`src/rtl/key_event_ctl.sv`:
```
// key_event_ctl: debounced keys with short/long/repeat events, 1-deep event register with overflow, mode stepper.
//   sys_clk/sys_rst        : clock, async active-high reset
//   key_n                  : raw active-low keys (asynchronous)
//   key_level              : debounced levels, 1 = pressed
//   evt_valid/evt_ready    : event register handshake
//   evt_key/evt_type       : key index, type 01 short 10 long 11 repeat
//   evt_overflow/ovf_clr   : sticky lost-event flag and its clear
//   working_mode           : mode, stepped by key-0 short, zeroed by key-0 long
module key_event_ctl #(
  parameter int NUM_KEYS = 7,
  parameter int DEBOUNCE_CYC = 500000,
  parameter int LONG_CYC = 25000000,
  parameter int REPEAT_CYC = 5000000,
  parameter int NUM_MODES = 3,
  localparam int KEY_W = NUM_KEYS > 2 ? $clog2(NUM_KEYS) : 1,
  localparam int MODE_W = NUM_MODES > 2 ? $clog2(NUM_MODES) : 1
) (
  input  logic                sys_clk,
  input  logic                sys_rst,
  input  logic [NUM_KEYS-1:0] key_n,
  output logic [NUM_KEYS-1:0] key_level,
  output logic                evt_valid,
  input  logic                evt_ready,
  output logic [KEY_W-1:0]    evt_key,
  output logic [1:0]          evt_type,
  output logic                evt_overflow,
  input  logic                ovf_clr,
  output logic [MODE_W-1:0]   working_mode
);
  localparam int DW = $clog2(DEBOUNCE_CYC + 1);
  localparam int HW = $clog2(LONG_CYC + 1);
  localparam int RW = $clog2(REPEAT_CYC + 1);
  localparam logic [DW-1:0] DEB_MAX = DW'(DEBOUNCE_CYC - 1);
  localparam logic [HW-1:0] LONG_M1 = HW'(LONG_CYC - 1);
  localparam logic [HW-1:0] LONG_MAX = HW'(LONG_CYC);
  localparam logic [RW-1:0] RPT_M1 = RW'(REPEAT_CYC - 1);
  localparam logic [MODE_W-1:0] MODE_MAX = MODE_W'(NUM_MODES - 1);
  logic [NUM_KEYS-1:0] lp, sp, rp;
  for (genvar k = 0; k < NUM_KEYS; k++) begin : g_key
    logic s1, s2, lvl, diff, flip;
    logic [DW-1:0] deb;
    logic [HW-1:0] hold;
    logic [RW-1:0] rpt;
    assign diff = ~s2 ^ lvl;
    assign flip = diff && deb == DEB_MAX;
    // Pulses are taken while lvl is still 1, so a release on the very cycle
    // the hold count reaches LONG-1 yields the long pulse, never a short one.
    assign lp[k] = lvl && hold == LONG_M1;
    assign sp[k] = lvl && flip && hold < LONG_M1;
    assign rp[k] = lvl && hold == LONG_MAX && rpt == RPT_M1;
    assign key_level[k] = lvl;
    always_ff @(posedge sys_clk or posedge sys_rst)
      if (sys_rst) begin
        s1 <= 1'b1;
        s2 <= 1'b1;
        lvl <= 1'b0;
        deb <= '0;
        hold <= '0;
        rpt <= '0;
      end else begin
        s1 <= key_n[k];
        s2 <= s1;
        deb <= (diff && deb != DEB_MAX) ? deb + 1'b1 : '0;
        lvl <= lvl ^ flip;
        hold <= !lvl ? '0 : hold == LONG_MAX ? hold : hold + 1'b1;
        rpt <= (lvl && hold == LONG_MAX && rpt != RPT_M1) ? rpt + 1'b1 : '0;
      end
  end
  logic any, multi, load, loss;
  logic [KEY_W-1:0] pk;
  logic [1:0] pt;
  // Scan high to low so the lowest-index pulsing key wins.
  always_comb begin
    any = 1'b0;
    multi = 1'b0;
    pk = '0;
    pt = 2'b00;
    for (int i = NUM_KEYS - 1; i >= 0; i--)
      if (lp[i] || sp[i] || rp[i]) begin
        multi = multi | any;
        any = 1'b1;
        pk = KEY_W'(i);
        pt = lp[i] ? 2'b10 : rp[i] ? 2'b11 : 2'b01;
      end
  end
  assign load = !evt_valid || evt_ready;
  assign loss = any && (!load || multi);
  always_ff @(posedge sys_clk or posedge sys_rst)
    if (sys_rst) begin
      evt_valid <= 1'b0;
      evt_key <= '0;
      evt_type <= 2'b00;
      evt_overflow <= 1'b0;
      working_mode <= '0;
    end else begin
      if (load) begin
        evt_valid <= any;
        evt_key <= pk;
        evt_type <= pt;
      end
      evt_overflow <= loss || (evt_overflow && !ovf_clr);
      working_mode <= lp[0] ? '0 : !sp[0] ? working_mode : working_mode == MODE_MAX ? '0 : working_mode + 1'b1;
    end
endmodule

```
`config.mk`:
```
export PLATFORM = sky130hd
export DESIGN_NAME = key_event_ctl
export DESIGN_NICKNAME = d
export VERILOG_FILES = /design/src/rtl/key_event_ctl.sv
export SDC_FILE = /design/constraint.sdc
export NUM_CORES = 1
export LEC_CHECK = 0
export BUFFER_PORTS_ARGS = -buffer_cell sky130_fd_sc_hd__buf_4
export CAP_MARGIN = 20
export CORE_MARGIN = 3
export CORE_UTILIZATION = 60
export CTS_CLUSTER_DIAMETER = 60
export DETAILED_ROUTE_END_ITERATION = 12
export PLACE_DENSITY = 0.76
export SLEW_MARGIN = 25
export SYNTH_ARGS = -nofsm -noshare
export SYNTH_HDL_FRONTEND = slang
export SYNTH_SLANG_ARGS = --single-unit
```
`constraint.sdc`:
```
create_clock -name sys_clk -period 17.67 [get_ports sys_clk]
set_clock_uncertainty 0.15 [all_clocks]
set_input_delay 0 -clock sys_clk [delete_from_list [all_inputs] [get_ports sys_clk]]
set_output_delay 0 -clock sys_clk [all_outputs]
set_load 0.02 [all_outputs]
```
# After elaboration in Yosys (flattened, before gate mapping)
# Index checks and enable logic that the tools add are counted.
[totals]
reg_bits = 499
latchBits = 0
ram_bits = 0
romBits = 0
in_bits = 11
out_inout_bits = 16
elab_cells = 303
mem_count = 0
[classes]
n_addsub = 22
multipliers = 0
div = 0
n_lt_le_gt_ge = 7
n_eq_ne = 50
shifts = 0
muxes = 72
n_bitwise = 26
reduce_logical = 79
[ops]
columns = ["cell", "n"]
rows = [
  ["== test 25 bit (second input constant)", 14],
  ["2-to-1 mux 25 bit", 14],
  ["adder 25 x 1 -> 25 bit (second input constant)", 7],
  ["less-than comparator 25 bit (second input constant)", 7],
  ["adder 23 x 1 -> 23 bit (second input constant)", 7],
  ["== test 23 bit (second input constant)", 7],
  ["2-to-1 mux 23 bit", 7],
  ["!= test 23 bit (second input constant)", 7],
  ["adder 19 x 1 -> 19 bit (second input constant)", 7],
  ["== test 19 bit (second input constant)", 7],
  ["2-to-1 mux 19 bit", 7],
  ["!= test 19 bit (second input constant)", 7],
  ["logical AND 1 bit", 58],
  ["2-to-1 mux 2 bit", 24],
  ["2-to-1 mux 3 bit", 7],
  ["logical OR 1 bit", 17],
  ["!= test 2 bit (second input constant)", 7],
  ["bitwise XOR 1 bit", 14],
  ["2-to-1 mux 1 bit", 13],
  ["inverter 1 bit", 7],
  ["bitwise OR 1 bit", 5],
  ["zero test 1 bit", 3],
  ["adder 2 x 1 -> 2 bit (second input constant)", 1],
  ["== test 2 bit (second input constant)", 1],
  ["nonzero test 2 bit", 1],
]

# Longest topological paths before layout
[depth]
ltp_word = 22
depth_mapped = 14
ltp_nobuf = 14

# Least setup slack after synthesis
# OpenSTA, ideal clock, no wires.
[synth_path]
path_type = "register to register"
from = "register g_key[2].deb[0]"
to = "register evt_overflow"
setup_ns = 0.126
arrival_ns = 2.537
required_ns = 17.394
slack_ns = 14.857
stages_incl_launch_ff = 15
n_path_buf = 0
period_less_slack_ns = 2.813
cell_sequence = "dfrtp_1 -> ha_1 -> nand3_1 -> nor2_1 -> nand4_1 -> nor2_1 -> ha_1 -> inv_1 -> o31a_1 -> o41ai_2 -> nor2_1 -> nand2_1 -> nor4_1 -> nand2_1 -> a221o_1"
[synth_via]
elab_chain_cells = 14
elab_cells_between_ends = 17
classes_between = "eq/ne (1); mux (6); bitwise (2); reduce/logical (8)"
[synth_rtl]
columns = ["element", "line_no", "rtl"]
rows = [
  ["from (decl)", "41", "logic [DW-1:0] deb;"],
  ["from (signal assigned)", "63", "deb <= (diff && deb != DEB_MAX) ? deb + 1'b1 : '0;"],
  ["== test 19 bit *", "45", "assign flip = diff && deb == DEB_MAX;"],
  ["logical AND 1 bit *", "45", ""],
  ["logical AND 1 bit * (2 in series)", "49", "assign sp[k] = lvl && flip && hold < LONG_M1;"],
  ["logical OR 1 bit * (2 in series)", "79", "if (lp[i] || sp[i] || rp[i]) begin"],
  ["2-to-1 mux 1 bit", "79", ""],
  ["bitwise OR 1 bit", "80", "multi = multi | any;"],
  ["2-to-1 mux 1 bit", "79", ""],
  ["bitwise OR 1 bit", "80", ""],
  ["2-to-1 mux 1 bit", "79", ""],
  ["logical OR 1 bit", "87", "assign loss = any && (!load || multi);"],
  ["logical AND 1 bit *", "87", ""],
  ["logical OR 1 bit *", "101", "evt_overflow <= loss || (evt_overflow && !ovf_clr);"],
  ["to (signal assigned)", "101", ""],
  ["to (decl)", "26", "output logic evt_overflow,"],
]
# Every way passes the cells marked *; elsewhere a longest branch is shown, timed or not.
# A chain may end at the register's enable or synchronous reset.

# Worst setup path after layout
# Same ends and word-level chain as after synthesis.

==> impl_metrics.py <==
metrics = {
    "clocking": {
        "clk_path_buf_depth": 3,
        "cts_tree": "built",
        "clkTransAtPathRegs_ps": 60,
        "cts_resized": 0,
        "cts-buffers-inserted": 52,
        "htree_levels": 2,
        "clock_sink_count": 499,
        "ctsHoldBuffers": 18,
        "post-cts-setup-buffers": 0,
        "root_buffer": "clkbuf_16",
        "insertion_delay_ps": 580,
    },
    "setup_path": {
        "end_kind": "flip-flop",
        "crit_required_ps": 17990,
        "crit_fanout": 6,
        "cp.arrival_ps": 3590,
        "cp_cell_sequence": "ha_1 -> nand3_1 -> nor2_1 -> nand4_1 -> nor2_1 -> ha_1 -> inv_1 -> o31a_1 -> o41ai_2 -> nor2_1 -> nand2_1 -> nor4_1 -> nand2_1 -> a221o_1",
        "cp_common_cell": "nor2_1",
        "worst_path_max_delay_cell": "nor4_1",
        "worstSetupStartpointType": "flip-flop",
        "slowest_delay_ps": 500,
        "crit_type": "flip-flop to flip-flop",
    },
    "place": {
        "gp_congestion": 0.828,
        "io_buffer_count": 26,
        "dp_hpwl_um": 30900,
        "dpl.cell_count": 3064,
    },
    "route": {
        "avgRoutedWirePerCell_um": 14.8,
        "drtAntennaViolNets": 0,
        "drt_iter0_drc": 1016,
        "drc": 0,
        "viasPerCell": 5.61,
        "vias": 17800,
        "wl_um": 46900,
        "first_pass_iters": 5,
    },
    "timing": {
        "hold_viol": 0,
        "setup_tns_ps": 0,
        "worst_slew_pin_slew_ps": 1020,
        "max-slew-margin-rel_pct": 32.0,
        "period_needed_ps": 3280,
        "hold_slack_ps": 206,
        "rsz0062_at_grt": "false",
        "post-route-period-util_pct": 18.6,
        "finalMaxSlewViolations": 0,
        "setup_viol": 0,
        "timing.fmax_mhz": 305,
    },
    "floorplan": {
        "core-area_um2": 40300,
        "dieArea_um2": 43800,
        "chipWidth_um": 209,
        "start_util_pct": 61.6,
        "rows": 73,
        "die_h_um": 209,
        "ios": 27,
    },
    "logic_synthesis": {
        "synth_warnings": 0,
        "synth.avg_cell_area_um2": 9.61,
        "synth.top_cells.by_area": "dfrtp_1, xnor2_1, xor2_1",
        "synth_seq_area_share_pct": 50.4,
        "synth_cell_types": 66,
        "yosys.area.top_type_share_pct": 48.9,
        "synth_edf_count": 0,
        "synth_cells": 2584,
        "syn-num-nets": 2630,
        "yosysMostFrequentCell": "dfrtp_1",
        "synth_common_cells": "dfrtp_1, nor2_1, nand2_1",
        "ys_async_sr_fraction_pct": 100,
        "netlist_area_um2": 24800,
        "synth_ff_type": "dfrtp_1",
        "synth-seq-cells": 499,
        "synth_largest_area_cell": "dfrtp_1",
    },
    "flow_run": {
        "maxCapViolations": 0,
    },
    "run_status": {
        "status": "finished clean",
    },
    "grt": {
        "grt_util_met2_pct": 37.0,
        "grt_pass1_vias": 18100,
        "grt_use_met3_pct": 4.36,
        "track_usage_pct": 21.9,
        "grt_pass1_wl_um": 83100,
        "grt-busiest-layer": "met2",
        "grt_max_degree": 172,
        "antenna_found_initial": 0,
        "globalRouteMet1Util_pct": 29.4,
        "grt-ovfl-total": 0,
    },
    "finish": {
        "n_antenna_cell": 0,
        "fin_nets": 2657,
        "drive_gt1_share_pct": 5.70,
        "stdcell_count": 3176,
        "syn_to_final_growth_pct": 10.5,
        "fill_cells": 3051,
    },
    "pwr": {
        "irDropWorstVdd_mv": 0.0641,
        "power_mw": 2.34,
        "power.leakage_nw": 11.6,
        "powerDensity_nw_per_um2": 85.3,
    },
    "min_path": {
        "hp-class": "flip-flop to flip-flop",
    },
}
## cells by family (layout without fill, tap and decap cells)
group	count (synthesis)	in the layout	share of synthesized area, %
adders and majority gates	36	36	1.81
xor gates and xnor gates	373	373	13.2
DFF	499	499	50.4
and+or+nand+nor	1330	1330	27.4
muxes	5	5	0.202
buffers and inverters	149	216	2.36
AOI/OAI and AO/OA	192	192	4.72
## final timing paths
check	from	endpoint	slack (ps)	depth (start not counted)
setup / recovery	g_key[2].deb[0]	evt_overflow	14390	14
hold / removal	g_key[1].s1	g_key[1].s2	210	0
setup reg to reg	g_key[2].deb[0]	evt_overflow	14390	14
hold reg to reg	g_key[1].s1	g_key[1].s2	210	0
max in group asynchronous	sys_rst	g_key[3].deb[15]	14790	6
min in group asynchronous	sys_rst	g_key[0].rpt[9]	600	4
## final cells by class
cell class | instances | area (µm²) | share of cell area (%)
clock inverters | 27 | 325 | 1.19
multi-input cells | 1936 | 11700 | 42.8
clock buffers | 67 | 1480 | 5.39
repair buffers | 51 | 448 | 1.63
inverters | 71 | 274 | 0.999
well taps | 525 | 657 | 2.40
flip-flops and latches | 499 | 12500 | 45.6
## power breakdown
group          leakage [nW]  switching, mW  internal (mW)
Combinational          3.81         0.0307        0.00940
Sequential             6.91        0.00469           1.15
Clock                 0.896          0.452          0.691
## per-stage QoR
stage | instance area, µm² | utilization [%] | setup WS, ps
6_report | 27400 | 68.1 | 14390
5_1_grt | 27400 | 68.1 | 14180
4_1_cts | 27400 | 68.1 | 14410
3_5_place_dp | 25400 | 63.1 | 14440
3_3_place_gp | 25400 | 63.1 | 14540
2_1_floorplan | 24800 | - | 3610
## sequential cells by signal (all words and copies together), names as in the netlist
signal and cells:
evt_type 2, working_mode 2, evt_key 3, evt_overflow 1, g_key.hold 175, evt_valid 1
g_key.rpt 161, g_key.s1 7, g_key.s2 7, g_key.lvl 7, g_key.deb 133
## metal layers
metal	vias to the layer above	part of all wire, %
met5	-	0
met4	0	1.5
met3	60	4.3
met2	240	48
met1	8749	46
li1	8757	-
## critical path: cells and delay by family (launching register included)
family / cells / cell delay (ps)
fa+ha+maj: 2 / 450
compound gates: 3 / 620
buf+inv: 1 / 90
simple gates: 8 / 1460
flops: 1 / 410
## layout by cell type (no fill, tap or decap), types with 7 or more instances in the layout
master           n
clkbuf_8        10
dlygate4sd3_1   18
nor3b_1          8
and2_1         142
dfstp_2         14
inv_1           69
a21boi_0        18
ha_1            35
xnor2_1        199
or4_1            9
bufinv_16        7
nor4b_1         36
nor2_1         382
a21oi_1         51
buf_4           30
nand2_1        212
o21a_1          10
dfrtp_1        485
xor2_1         174
o21ai_0         64
nand4_1         58
clkinv_2        15
and3_1          85
clkbuf_16       53
and4_1          20
a21boi_1        14
or3_1           70
nand3_1        188
nor3_1          41
nor4_1          10
nor2b_1         25
nand2b_1        13
(Power assumes the default switching activity.)
